--- config.mk ---
export PLATFORM = sky130hd
export DESIGN_NAME = pmux_onehot
export DESIGN_NICKNAME = d
export VERILOG_FILES = /design/src/rtl/pmux_onehot.sv
export SDC_FILE = /design/constraint.sdc
export NUM_CORES = 1
export LEC_CHECK = 0
export ABC_CLOCK_PERIOD_IN_PS = 1600
export BUFFER_PORTS_ARGS = -buffer_cell sky130_fd_sc_hd__buf_2
export CAP_MARGIN = 20
export CELL_PAD_IN_SITES_DETAIL_PLACEMENT = 1
export CELL_PAD_IN_SITES_GLOBAL_PLACEMENT = 1
export CORE_MARGIN = 5
export CORE_UTILIZATION = 34
export DETAILED_ROUTE_END_ITERATION = 16
export MAX_ROUTING_LAYER = met4
export PLACE_DENSITY_LB_ADDON = 0.1
export RECOVER_POWER = 50
export SYNTH_ARGS = -nofsm -noshare
export SYNTH_HDL_FRONTEND = slang
export SYNTH_SLANG_ARGS = --single-unit
--- constraint.sdc ---
create_clock -name clock -period 1.6 [get_ports clock]
set_input_delay 0.08 -clock clock [delete_from_list [all_inputs] [get_ports clock]]
set_output_delay 0.08 -clock clock [all_outputs]
set_load 0.02 [all_outputs]
--- src/rtl/pmux_onehot.sv ---
// pmux_onehot: registered one-hot select multiplexer with select-error detection
//
// Ports:
//    clock      - rising-edge clock
//    reset      - asynchronous active-high reset, clears every output
//    ip         - flattened channel data, channel k at [k*WIDTH +: WIDTH]
//    sel        - one-hot channel select, bit k picks channel k
//    sel_valid  - qualifies sel; sel and ip are ignored while low
//    err_clr    - synchronous clear of err_sticky and err_count
//    mux_op     - registered selected data, holds until the next accepted select
//    op_valid   - one-cycle pulse per accepted select
//    err        - one-cycle pulse per rejected select
//    err_sticky - set by err, cleared only by err_clr or reset
//    err_count  - saturating count of rejected selects
//
// Build option: define PMUX_PRIORITY_EN to accept a multi-hot sel as its
// lowest-index set bit; sel=0 is still rejected.
module pmux_onehot #(
   parameter int WIDTH     = 4,
   parameter int CHANNELS  = 3,
   parameter int CNT_WIDTH = 8
) (
   input  logic                      clock,
   input  logic                      reset,
   input  logic [CHANNELS*WIDTH-1:0] ip,
   input  logic [CHANNELS-1:0]       sel,
   input  logic                      sel_valid,
   input  logic                      err_clr,
   output logic [WIDTH-1:0]          mux_op,
   output logic                      op_valid,
   output logic                      err,
   output logic                      err_sticky,
   output logic [CNT_WIDTH-1:0]      err_count
);

   logic [CHANNELS-1:0] grant;
   logic [WIDTH-1:0]    data;
   logic                accept;
   logic                reject;

`ifdef PMUX_PRIORITY_EN
   // x & -x isolates the lowest set bit, turning any non-zero sel into one-hot
   assign grant = sel & (~sel + CHANNELS'(1));
`else
   assign grant = sel;
`endif

   // non-zero and clearing the lowest set bit leaves nothing -> exactly one-hot
   assign accept = sel_valid && grant != '0 && (grant & (grant - CHANNELS'(1))) == '0;
   assign reject = sel_valid && !accept;

   // AND-OR mux; exact because grant is one-hot whenever data is used
   always_comb begin
      data = '0;
      for (int k = 0; k < CHANNELS; k++)
         data = data | (grant[k] ? ip[k*WIDTH +: WIDTH] : '0);
   end

   always_ff @(posedge clock or posedge reset) begin
      if (reset) begin
         mux_op     <= '0;
         op_valid   <= 1'b0;
         err        <= 1'b0;
         err_sticky <= 1'b0;
         err_count  <= '0;
      end else begin
         op_valid <= accept;
         err      <= reject;
         if (accept)
            mux_op <= data;
         // a rejected select coincident with err_clr counts as the first new error
         if (reject) begin
            err_sticky <= 1'b1;
            err_count  <= err_clr ? CNT_WIDTH'(1) : (&err_count ? err_count : err_count + CNT_WIDTH'(1));
         end else if (err_clr) begin
            err_sticky <= 1'b0;
            err_count  <= '0;
         end
      end
   end

endmodule

Yosys cells after proc, flatten, opt, wreduce, memory -nomap -nowiden
Index checks and enable logic that the tools add are counted.
{"block": "totals", "wordCells": 29, "regBits": 15, "inputBits": 19, "output_inout_bits": 15}
{"block": "op_classes", "bitwise": 3, "n_reduce_logical": 9, "n_eq_ne": 1, "add_sub_neg": 2, "muxes": 9}
{"op": "$mux W8", "count": 4}
{"op": "$mux W4", "count": 3}
{"op": "$add A8 B1 Y8 const B", "count": 1}
{"op": "$or A4 B4 Y4", "count": 2}
{"op": "$reduce_and A8 Y1", "count": 1}
{"op": "$and A3 B3 Y3", "count": 1}
{"op": "$logic_and A1 B1 Y1", "count": 3}
{"op": "$logic_not A3 Y1", "count": 1}
{"op": "$reduce_bool A3 Y1", "count": 1}
{"op": "$sub A3 B1 Y3 const B", "count": 1}
{"op": "$mux W1", "count": 2}
{"op": "$ne A2 B2 Y1 const B", "count": 1}
{"op": "$reduce_and A2 Y1", "count": 1}
{"op": "$reduce_bool A2 Y1", "count": 1}
{"op": "$logic_not A1 Y1", "count": 1}

Depth between registers and ports, before layout
Gate-level depths: netlist (run 1).
{"block": "logic_depth", "word_depth": 8, "mapped_depth": 6, "ltp_nobuf": 5}

Worst setup path after synthesis (run 1)
Ideal clock, no wire load.
{"block": "synth_timing", "path_type": "register to register", "startpoint": "register err_count[0]", "endpoint": "register err_count[5]", "path_buffers": 0, "t_arrival_ns": 1.415, "required_ns": 1.472, "path_stages_with_launch": 6, "path_slack_ns": 0.058, "setup_time_ns": 0.128, "cell_sequence": "dfrtp_1 ha_1 nand3_1 nor2_1 nor4_1 mux2_1"}
{"block": "synth_via", "elab_chain_cells": 4, "word_cells_on_any_way": 7}
{"item": "start: declaration", "line_no": "33", "rtl": "output logic [CNT_WIDTH-1:0] err_count"}
{"item": "start signal: assignment", "line_no": "74", "rtl": "err_count <= err_clr ? CNT_WIDTH'(1) : (&err_count ? err_count : err_count + CNT_WIDTH'(1));"}
{"item": "$add A8 B1 Y8", "line_no": "74"}
{"item": "$mux W8 (2 in a row)", "line_no": "74"}
{"item": "$mux W8", "line_no": "72", "rtl": "if (reject) begin"}
Parallel ways exist; a longest one is shown, timed or not. The select of a mux whose other input is x is not followed.
A chain may end at the register's enable or synchronous reset.

Final worst setup path (run 1)
{"block": "layout_timing", "startpoint": "register err_count[1]", "endpoint": "register err_count[5]"}
The elaborated chain is that of the path after synthesis.

==> impl_results.md, run 1 <==
- Largest family of logic cells by synthesized area: compound AO/OA/AOI/OAI gates
- Worst ir drop on vdd: approximately 0.52 mV
- Hold/Removal Path Class: in2reg
- Setup crit end kind: flop
- Number of port buffers: 33
- Critical path type: reg2reg
- Die W: approximately 60 um
- DP Wirelength: approximately 1.8 mm
- Slew HR: 0.559
- Critical Path Source: err_count[1]$_DFFE_PP0P_
- Routed WL per cell: approximately 15 um
- # IOs: 34
- Sum Neg Setup Slack: 0 ns
- Number of enable flip-flop cells after synthesis: 0
- Cell Pwr Density: just over 800 mW/mm^2
- Final Cycle Share: 0.958
- Initial DRC count: 11
- Asr flop ratio synth: 1.00
- Yosys warns: 0
- Top_reg_cell synth: dfrtp_1
- Yosys top cell by area: dfrtp_1
- Clock Tree Buf Depth: 2
- Commonest cells post-synth: 15 x dfrtp_1, 8 x nor2_1, 7 x o21ai_0, 6 x nand2_1, 5 x inv_1
- Final setup violation count: 0
- Worst Reg-to-Reg Cells: 5
- Synth top area share: 0.456
- Crit path max fanout: 4
- CTS H-tree lvls: 1
- CTS tree: done
- Worst Skew: roughly 0.0027 ns
- ANT nets after route: 0
- FP Rows: 17
- Flops & latches, synth: 15
- Core Box Area: between 0.002 and 0.0025 mm^2
- Vias in the first global route: ~800
- Synth area leaders: dfrtp_1 46%, a222oi_1 4.9%, o21ai_0 4.3%
- Util after Layout: 0.459
- Share of cells above drive strength 1: 0.322
- Global-route wire length before repair: ~3.7 mm
- Final Hold Vio Count: 0
- Multi-input logic area: 380 um^2
- Min Tclk post-route: roughly 1.5 ns
- Congestion Overflow GR: 0
- GR Util All Layers: 0.140
- Worst r2r dst: err_count[5]$_DFFE_PP0P_
- Worst-Skew Late Latency: between 0.2 and 0.3 ns
- Fmax: ~0.65 GHz
- Post-cts sizing count: 0
- Die area: ~0.0035 mm^2
- DRC violations left: 0
- Syn Nets: 103
- RSZ-0062 raised after global routing: false
- Static Leak: ~0.51 nW
- Max-slew violations: 0
- Fill count: 294
- Post-synthesis mux area share: 0.0380
- Post-route cell area: slightly above 0.001 mm^2
- CTS root buffer: clkbuf_4
- Total detailed-routing wirelength: around 2.3 mm
- Synth Area in Compound Gates: 0.202
- Mapped Area: ~820 um^2
- Nets: between 100 and 150
- Worst Setup EP: err_count[5]$_DFFE_PP0P_
- Vias post-DR: approximately 770
- Post-Synthesis Cells: a little over 80
- R2r startpoint: err_count[1]$_DFFE_PP0P_
- Post-DR vias/cell: approximately 5.2
- Initial Util: 0.365
- Min-delay src: err_clr
- Synth-to-layout area growth: 25.8%
- CP required: about 1.8 ns
- Num CTS Buffers: 3
- Outcome: finished, final reports clean
- Avg Inst Size Synth: just under 10 um^2
- R2r setup slk: 0.07 ns
- Crit start category: flop
- Largest net degree at the start of global routing: 16
- Max-Cap Viols: 0
- Most frequent cell after synthesis: dfrtp_1
- DP Area: just over 0.001 mm^2
- Routability Congestion: 0.780
- Seq. cell area: between 300 and 400 um^2
- Arrival @ worst endpoint: between 1.5 and 2 ns
- Post-synthesis sequential area ratio: 0.456
- # diodes: 0
- Synth Area in XOR/XNOR: 0.0304
- CTS clk-pin slew, worst paths: approximately 0.1 ns
- CTS sink cnt: 15
- Worst Tran Pin Value: 0.659 ns
- Synth unique cells: 32
- First-pass iteration count of the detailed router: 5
- Initial antenna violation count: 0
- Chip Height: ~60 um
- Post-Synth Adder-Cell Area: 0.0152
- Total chip power: between 0.0008 and 0.0009 W
- Post-Synth Simple-Gate Area: 0.193
worst min-delay path by stage:
| stage | to | slack [ns] | cells after the start |
|---|---|---|---|
| finish | err_count[6]$_DFFE_PP0P_ | 0.11 | 2 |
| global route | mux_op[1]$_DFFE_PP0P_ | 0.13 | 3 |
| CTS | err_count[6]$_DFFE_PP0P_ | 0.11 | 2 |
| detailed placement | op_valid$_DFF_PP0_ | 0.18 | 2 |
| global placement | err$_DFF_PP0_ | 0.17 | 2 |
| floorplan | err$_DFF_PP0_ | -0.02 | 1 |
registers in the layout, indices dropped and copies added, names as in the netlist:
signal      flops
err             1
err_count       8
err_sticky      1
mux_op          4
op_valid        1
routing by layer:
layer / track usage / wire, um
met1: 0.182 / 1040
met2: 0.229 / 1170
met3: 0.0196 / 71
met4: 0.0291 / 13
met5: - / 0
power breakdown:
group,internal (W),switching (W)
registers,0.000412,0.0000173
logic,0.0000777,0.000129
clock network,0.0000965,0.000125
placed cells by master (no fill, tap or decap), types with 2 or more instances in the layout:
| cell | synthesis | layout |
|---|---|---|
| buf_2 | 1 | 32 |
| dfrtp_1 | 15 | 15 |
| nor2_1 | 8 | 8 |
| o21ai_0 | 7 | 7 |
| inv_1 | 5 | 6 |
| nand2_1 | 6 | 6 |
| a222oi_1 | 4 | 4 |
| clkbuf_1 | 1 | 4 |
| o211ai_1 | 2 | 3 |
| a21oi_1 | 3 | 3 |
| nand3_1 | 3 | 3 |
| nor4_1 | 3 | 3 |
| clkbuf_4 | 0 | 3 |
| nor3_1 | 2 | 2 |
| mux2i_1 | 2 | 2 |
| nor2b_1 | 2 | 2 |
| nand2b_1 | 2 | 2 |
| buf_4 | 0 | 2 |
metrics by stage:
step,hold WS [ns],std cells,setup slack [ns]
global route,0.126,149,0.00440
finish,0.111,149,0.0671
detailed placement,0.177,144,0.0905
global placement,0.173,144,0.150
floorplan,-0.0185,83,0.0579
CTS,0.111,149,0.0693
cells by family (layout without fill, tap and decap cells):
group | after synthesis | count (layout)
and+or+nand+nor | 31 | 31
AOI/OAI and AO/OA | 21 | 21
buffers and inverters | 10 | 48
DFF | 15 | 15
xor gates and xnor gates | 2 | 2
muxes | 3 | 3
adders and majority gates | 1 | 1
what timing repair did:
item,4_1_cts,5_1_grt
endpoints found under the hold margin,15,0
endpoints found under the setup margin,0,0
setup buffers,0,0
hold buffers,1,0
area by class of cell:
type | count | area share
Tap cell | 28 | 0.0338
Timing Repair Buffer | 38 | 0.190
Sequential cell | 15 | 0.362
Inverter | 6 | 0.0217
Multi-Input combinational cell | 58 | 0.367
Clock buffer | 4 | 0.0254
worst max-delay path, stage by stage, from the launching register on:
cell,delay (ns)
dfrtp_1,0.42
ha_1,0.24
nand3_1,0.11
nor2_1,0.08
nor4_1,0.22
mux2_1,0.35
Note: power is estimated with default switching activity, not from simulation.
==> run 2, diff against run 1 <==
--- a/config.mk
+++ b/config.mk
@@ -10,12 +10,13 @@
 export CAP_MARGIN = 20
 export CELL_PAD_IN_SITES_DETAIL_PLACEMENT = 1
 export CELL_PAD_IN_SITES_GLOBAL_PLACEMENT = 1
+export CORE_ASPECT_RATIO = 0.75
 export CORE_MARGIN = 5
 export CORE_UTILIZATION = 34
+export CTS_CLUSTER_DIAMETER = 60
 export DETAILED_ROUTE_END_ITERATION = 16
 export MAX_ROUTING_LAYER = met4
 export PLACE_DENSITY_LB_ADDON = 0.1
-export RECOVER_POWER = 50
 export SYNTH_ARGS = -nofsm -noshare
 export SYNTH_HDL_FRONTEND = slang
 export SYNTH_SLANG_ARGS = --single-unit
==> run 2 against run 1 <==
Against the previous run: clock skew increased by 0.0010 ns; via count increased by 5.9%; final area increased by 7.9%; register-to-register slack about the same; sequential share of layout area decreased by 2.6 points; worst setup slack got worse by 0.0037 ns; non-clock buffer count increased by 4; combinational power increased by 11%; total power increased by 3.4%; critical path depth unchanged; highest routed layer unchanged.
==> impl_results.md, run 2 (synthesis gave the netlist of run 1 again) <==
- Routed WL per cell: 15.0 um (was 15.4 um)
- Fmax: 0.651 GHz (was 0.652 GHz)
- Synth-to-layout area growth: 35.7% (was 25.8%)
- Worst Skew: 0.00367 ns (was 0.00267 ns)
- Routability Congestion: 0.749 (was 0.780)
- Die area: 0.00352 mm^2 (was 0.00351 mm^2)
- DP Area: 0.00104 mm^2 (was 0.00102 mm^2)
- Number of port buffers: 33 (unchanged)
- Crit path max fanout: 4 (unchanged)
- Max-Cap Viols: 0 (unchanged)
- CP required: 1.78 ns (was 1.77 ns)
- Final setup violation count: 0 (unchanged)
- Vias in the first global route: 780 (was 802)
- Final Hold Vio Count: 0 (unchanged)
- Chip Height: 52.6 um (was 59.2 um)
- Congestion Overflow GR: 0 (unchanged)
- Global-route wire length before repair: 3.75 mm (was 3.68 mm)
- Critical path type: reg2reg (unchanged)
- Min-delay src: ip[8] (was err_clr)
- Vias post-DR: 820 (was 774)
- Outcome: finished, final reports clean (unchanged)
- Final Cycle Share: 0.960 (was 0.958)
- Static Leak: 0.535 nW (was 0.506 nW)
- Initial Util: 0.357 (was 0.365)
- GR Util All Layers: 0.149 (was 0.140)
- Share of cells above drive strength 1: 0.408 (was 0.322)
- Min Tclk post-route: 1.54 ns (was 1.53 ns)
- Core Box Area: 0.00231 mm^2 (was 0.00225 mm^2)
- Worst r2r dst: err_count[5]$_DFFE_PP0P_ (unchanged)
- Comb pwr share: 0.258 (was 0.241)
- Worst-Skew Late Latency: 0.29 ns (was 0.28 ns)
- Sequential share of power: 0.488 (was 0.501)
- Internal power: 0.000603 W (was 0.000586 W)
- DRC violations left: 0 (unchanged)
- # IOs: 34 (unchanged)
- Largest net degree at the start of global routing: 16 (unchanged)
- P_sw: 0.000283 W (was 0.000271 W)
- Post-DR vias/cell: 5.16 (was 5.19)
- Crit start category: flop (unchanged)
- Initial DRC count: 40 (was 11)
- Commonest non-fill, non-tap cell in the layout: buf_2 (unchanged)
- Util after Layout: 0.484 (was 0.459)
- Top Registers: err_count (8), mux_op (4) (unchanged)
- Arrival @ worst endpoint: 1.71 ns (was 1.70 ns)
- Max reg flops: 8 (unchanged)
- Initial antenna violation count: 0 (unchanged)
- Total detailed-routing wirelength: 2.38 mm (was 2.30 mm)
- Hold/Removal Path Class: in2reg (unchanged)
- DP Wirelength: 1.79 mm (was 1.77 mm)
- Clock power share: 0.255 (was 0.258)
- # diodes: 0 (unchanged)
- CTS tree: done (unchanged)
- FP Rows: 15 (was 17)
- Num CTS Buffers: 3 (unchanged)
- Sw Ratio: 0.320 (was 0.316)
- CTS sink cnt: 15 (unchanged)
- Die W: 66.8 um (was 59.2 um)
- R2r startpoint: err_count[1]$_DFFE_PP0P_ (unchanged)
- Worst ir drop on vdd: 0.309 mV (was 0.520 mV)
- Hold Path Depth: 3 (was 2)
- Clock Tree Buf Depth: 2 (unchanged)
- First-pass iteration count of the detailed router: 5 (unchanged)
- Nets: 146 (was 142)
- Worst Tran Pin Value: 0.586 ns (was 0.659 ns)
- CTS H-tree lvls: 1 (unchanged)
- Top reg by flops: err_count (unchanged)
- Worst Reg-to-Reg Cells: 5 (unchanged)
- Hold slack: 0.0728 ns (was 0.111 ns)
- Sum Neg Setup Slack: 0 ns (unchanged)
- Setup crit end kind: flop (unchanged)
- Placed Cells incl. Taps: 152 (was 144)
- WHS Endpoint: mux_op[0]$_DFFE_PP0P_ (was err_count[6]$_DFFE_PP0P_)
- CTS clk-pin slew, worst paths: 0.09 ns (was 0.10 ns)
- R2r setup slk: 0.06 ns (was 0.07 ns)
- ANT nets after route: 0 (unchanged)
- Commonest non-fill, non-tap cells in the layout: 33 x buf_2, 15 x dfrtp_1, 8 x buf_4 (was 32 x buf_2, 15 x dfrtp_1, 8 x nor2_1)
- Cell Pwr Density: 793 mW/mm^2 (was 827 mW/mm^2)
- Slew HR: 0.609 (was 0.559)
- CTS root buffer: clkbuf_4 (unchanged)
- Post-route cell area: 0.00112 mm^2 (was 0.00104 mm^2)
- Max-slew violations: 0 (unchanged)
- Cell Count, Final, Fillers Out: 159 (was 149)
run 2: changes by cell type in the layout (fill, tap and decap cells not counted), sizes merged:
cell,change
buf,+7
clkbuf,-3
run 2: per-stage QoR:
| step | power (W) | setup slack (ns) |
|---|---|---|
| 6_report | 0.000886 | 0.0634 |
| 5_1_grt | 0.000939 | -0.0267 |
| 4_1_cts | 0.000889 | 0.0658 |
| 3_5_place_dp | 0.000653 | 0.0920 |
| 3_3_place_gp | 0.000647 | 0.127 |
| 2_1_floorplan | 0.000567 | 0.0579 |
run 2: timing repair:
action                                  CTS  global route
setup buffers                             0             2
gates resized for setup                   0             4
endpoints found under the setup margin    0             2
endpoints found under the hold margin    15             0
hold buffers                              1             0
run 2: worst max path at each step:
stage                                   startpoint                  endpoint  slack, ns
after global routing      err_count[1]$_DFFE_PP0P_  err_count[5]$_DFFE_PP0P_      -0.03
final                     err_count[1]$_DFFE_PP0P_  err_count[5]$_DFFE_PP0P_       0.06
after detailed placement  err_count[1]$_DFFE_PP0P_  err_count[5]$_DFFE_PP0P_       0.09
after global placement    err_count[1]$_DFFE_PP0P_  err_count[5]$_DFFE_PP0P_       0.13
after floorplan           err_count[0]$_DFFE_PP0P_  err_count[5]$_DFFE_PP0P_       0.06
after CTS                 err_count[1]$_DFFE_PP0P_  err_count[5]$_DFFE_PP0P_       0.07
run 2: routing by layer:
metal / GRT usage / routed length (um) / vias up
met3: 0.0451 / 139 / 8
li1: - / - / 396
met2: 0.204 / 1030 / 36
met4: 0.0473 / 27 / 0
met5: - / 0 / -
met1: 0.207 / 1180 / 380
run 2: power groups by stage:
stage | clock network, W | registers [W] | logic, W
after global routing | 0.000250 | 0.000437 | 0.000252
after floorplan | 0 | 0.000481 | 0.0000856
final | 0.000226 | 0.000432 | 0.000228
after detailed placement | 0 | 0.000438 | 0.000216
after global placement | 0 | 0.000436 | 0.000212
after CTS | 0.000240 | 0.000430 | 0.000218
run 2: area by class of cell:
| type | instances | area (um^2) |
|---|---|---|
| Inverter | 6 | 22.5 |
| Multi-Input combinational cell | 58 | 415 |
| Sequential cell | 15 | 375 |
| Fill cell | 292 | 1190 |
| Timing Repair Buffer | 42 | 235 |
| Tap cell | 34 | 42.5 |
| Clock buffer | 4 | 26.3 |
run 2: critical path: stages, from the launching register on:
cell	delay (ns)
dfrtp_1	0.45
ha_4	0.19
nand3_1	0.11
nor2_2	0.07
nor4_2	0.25
mux2_1	0.34
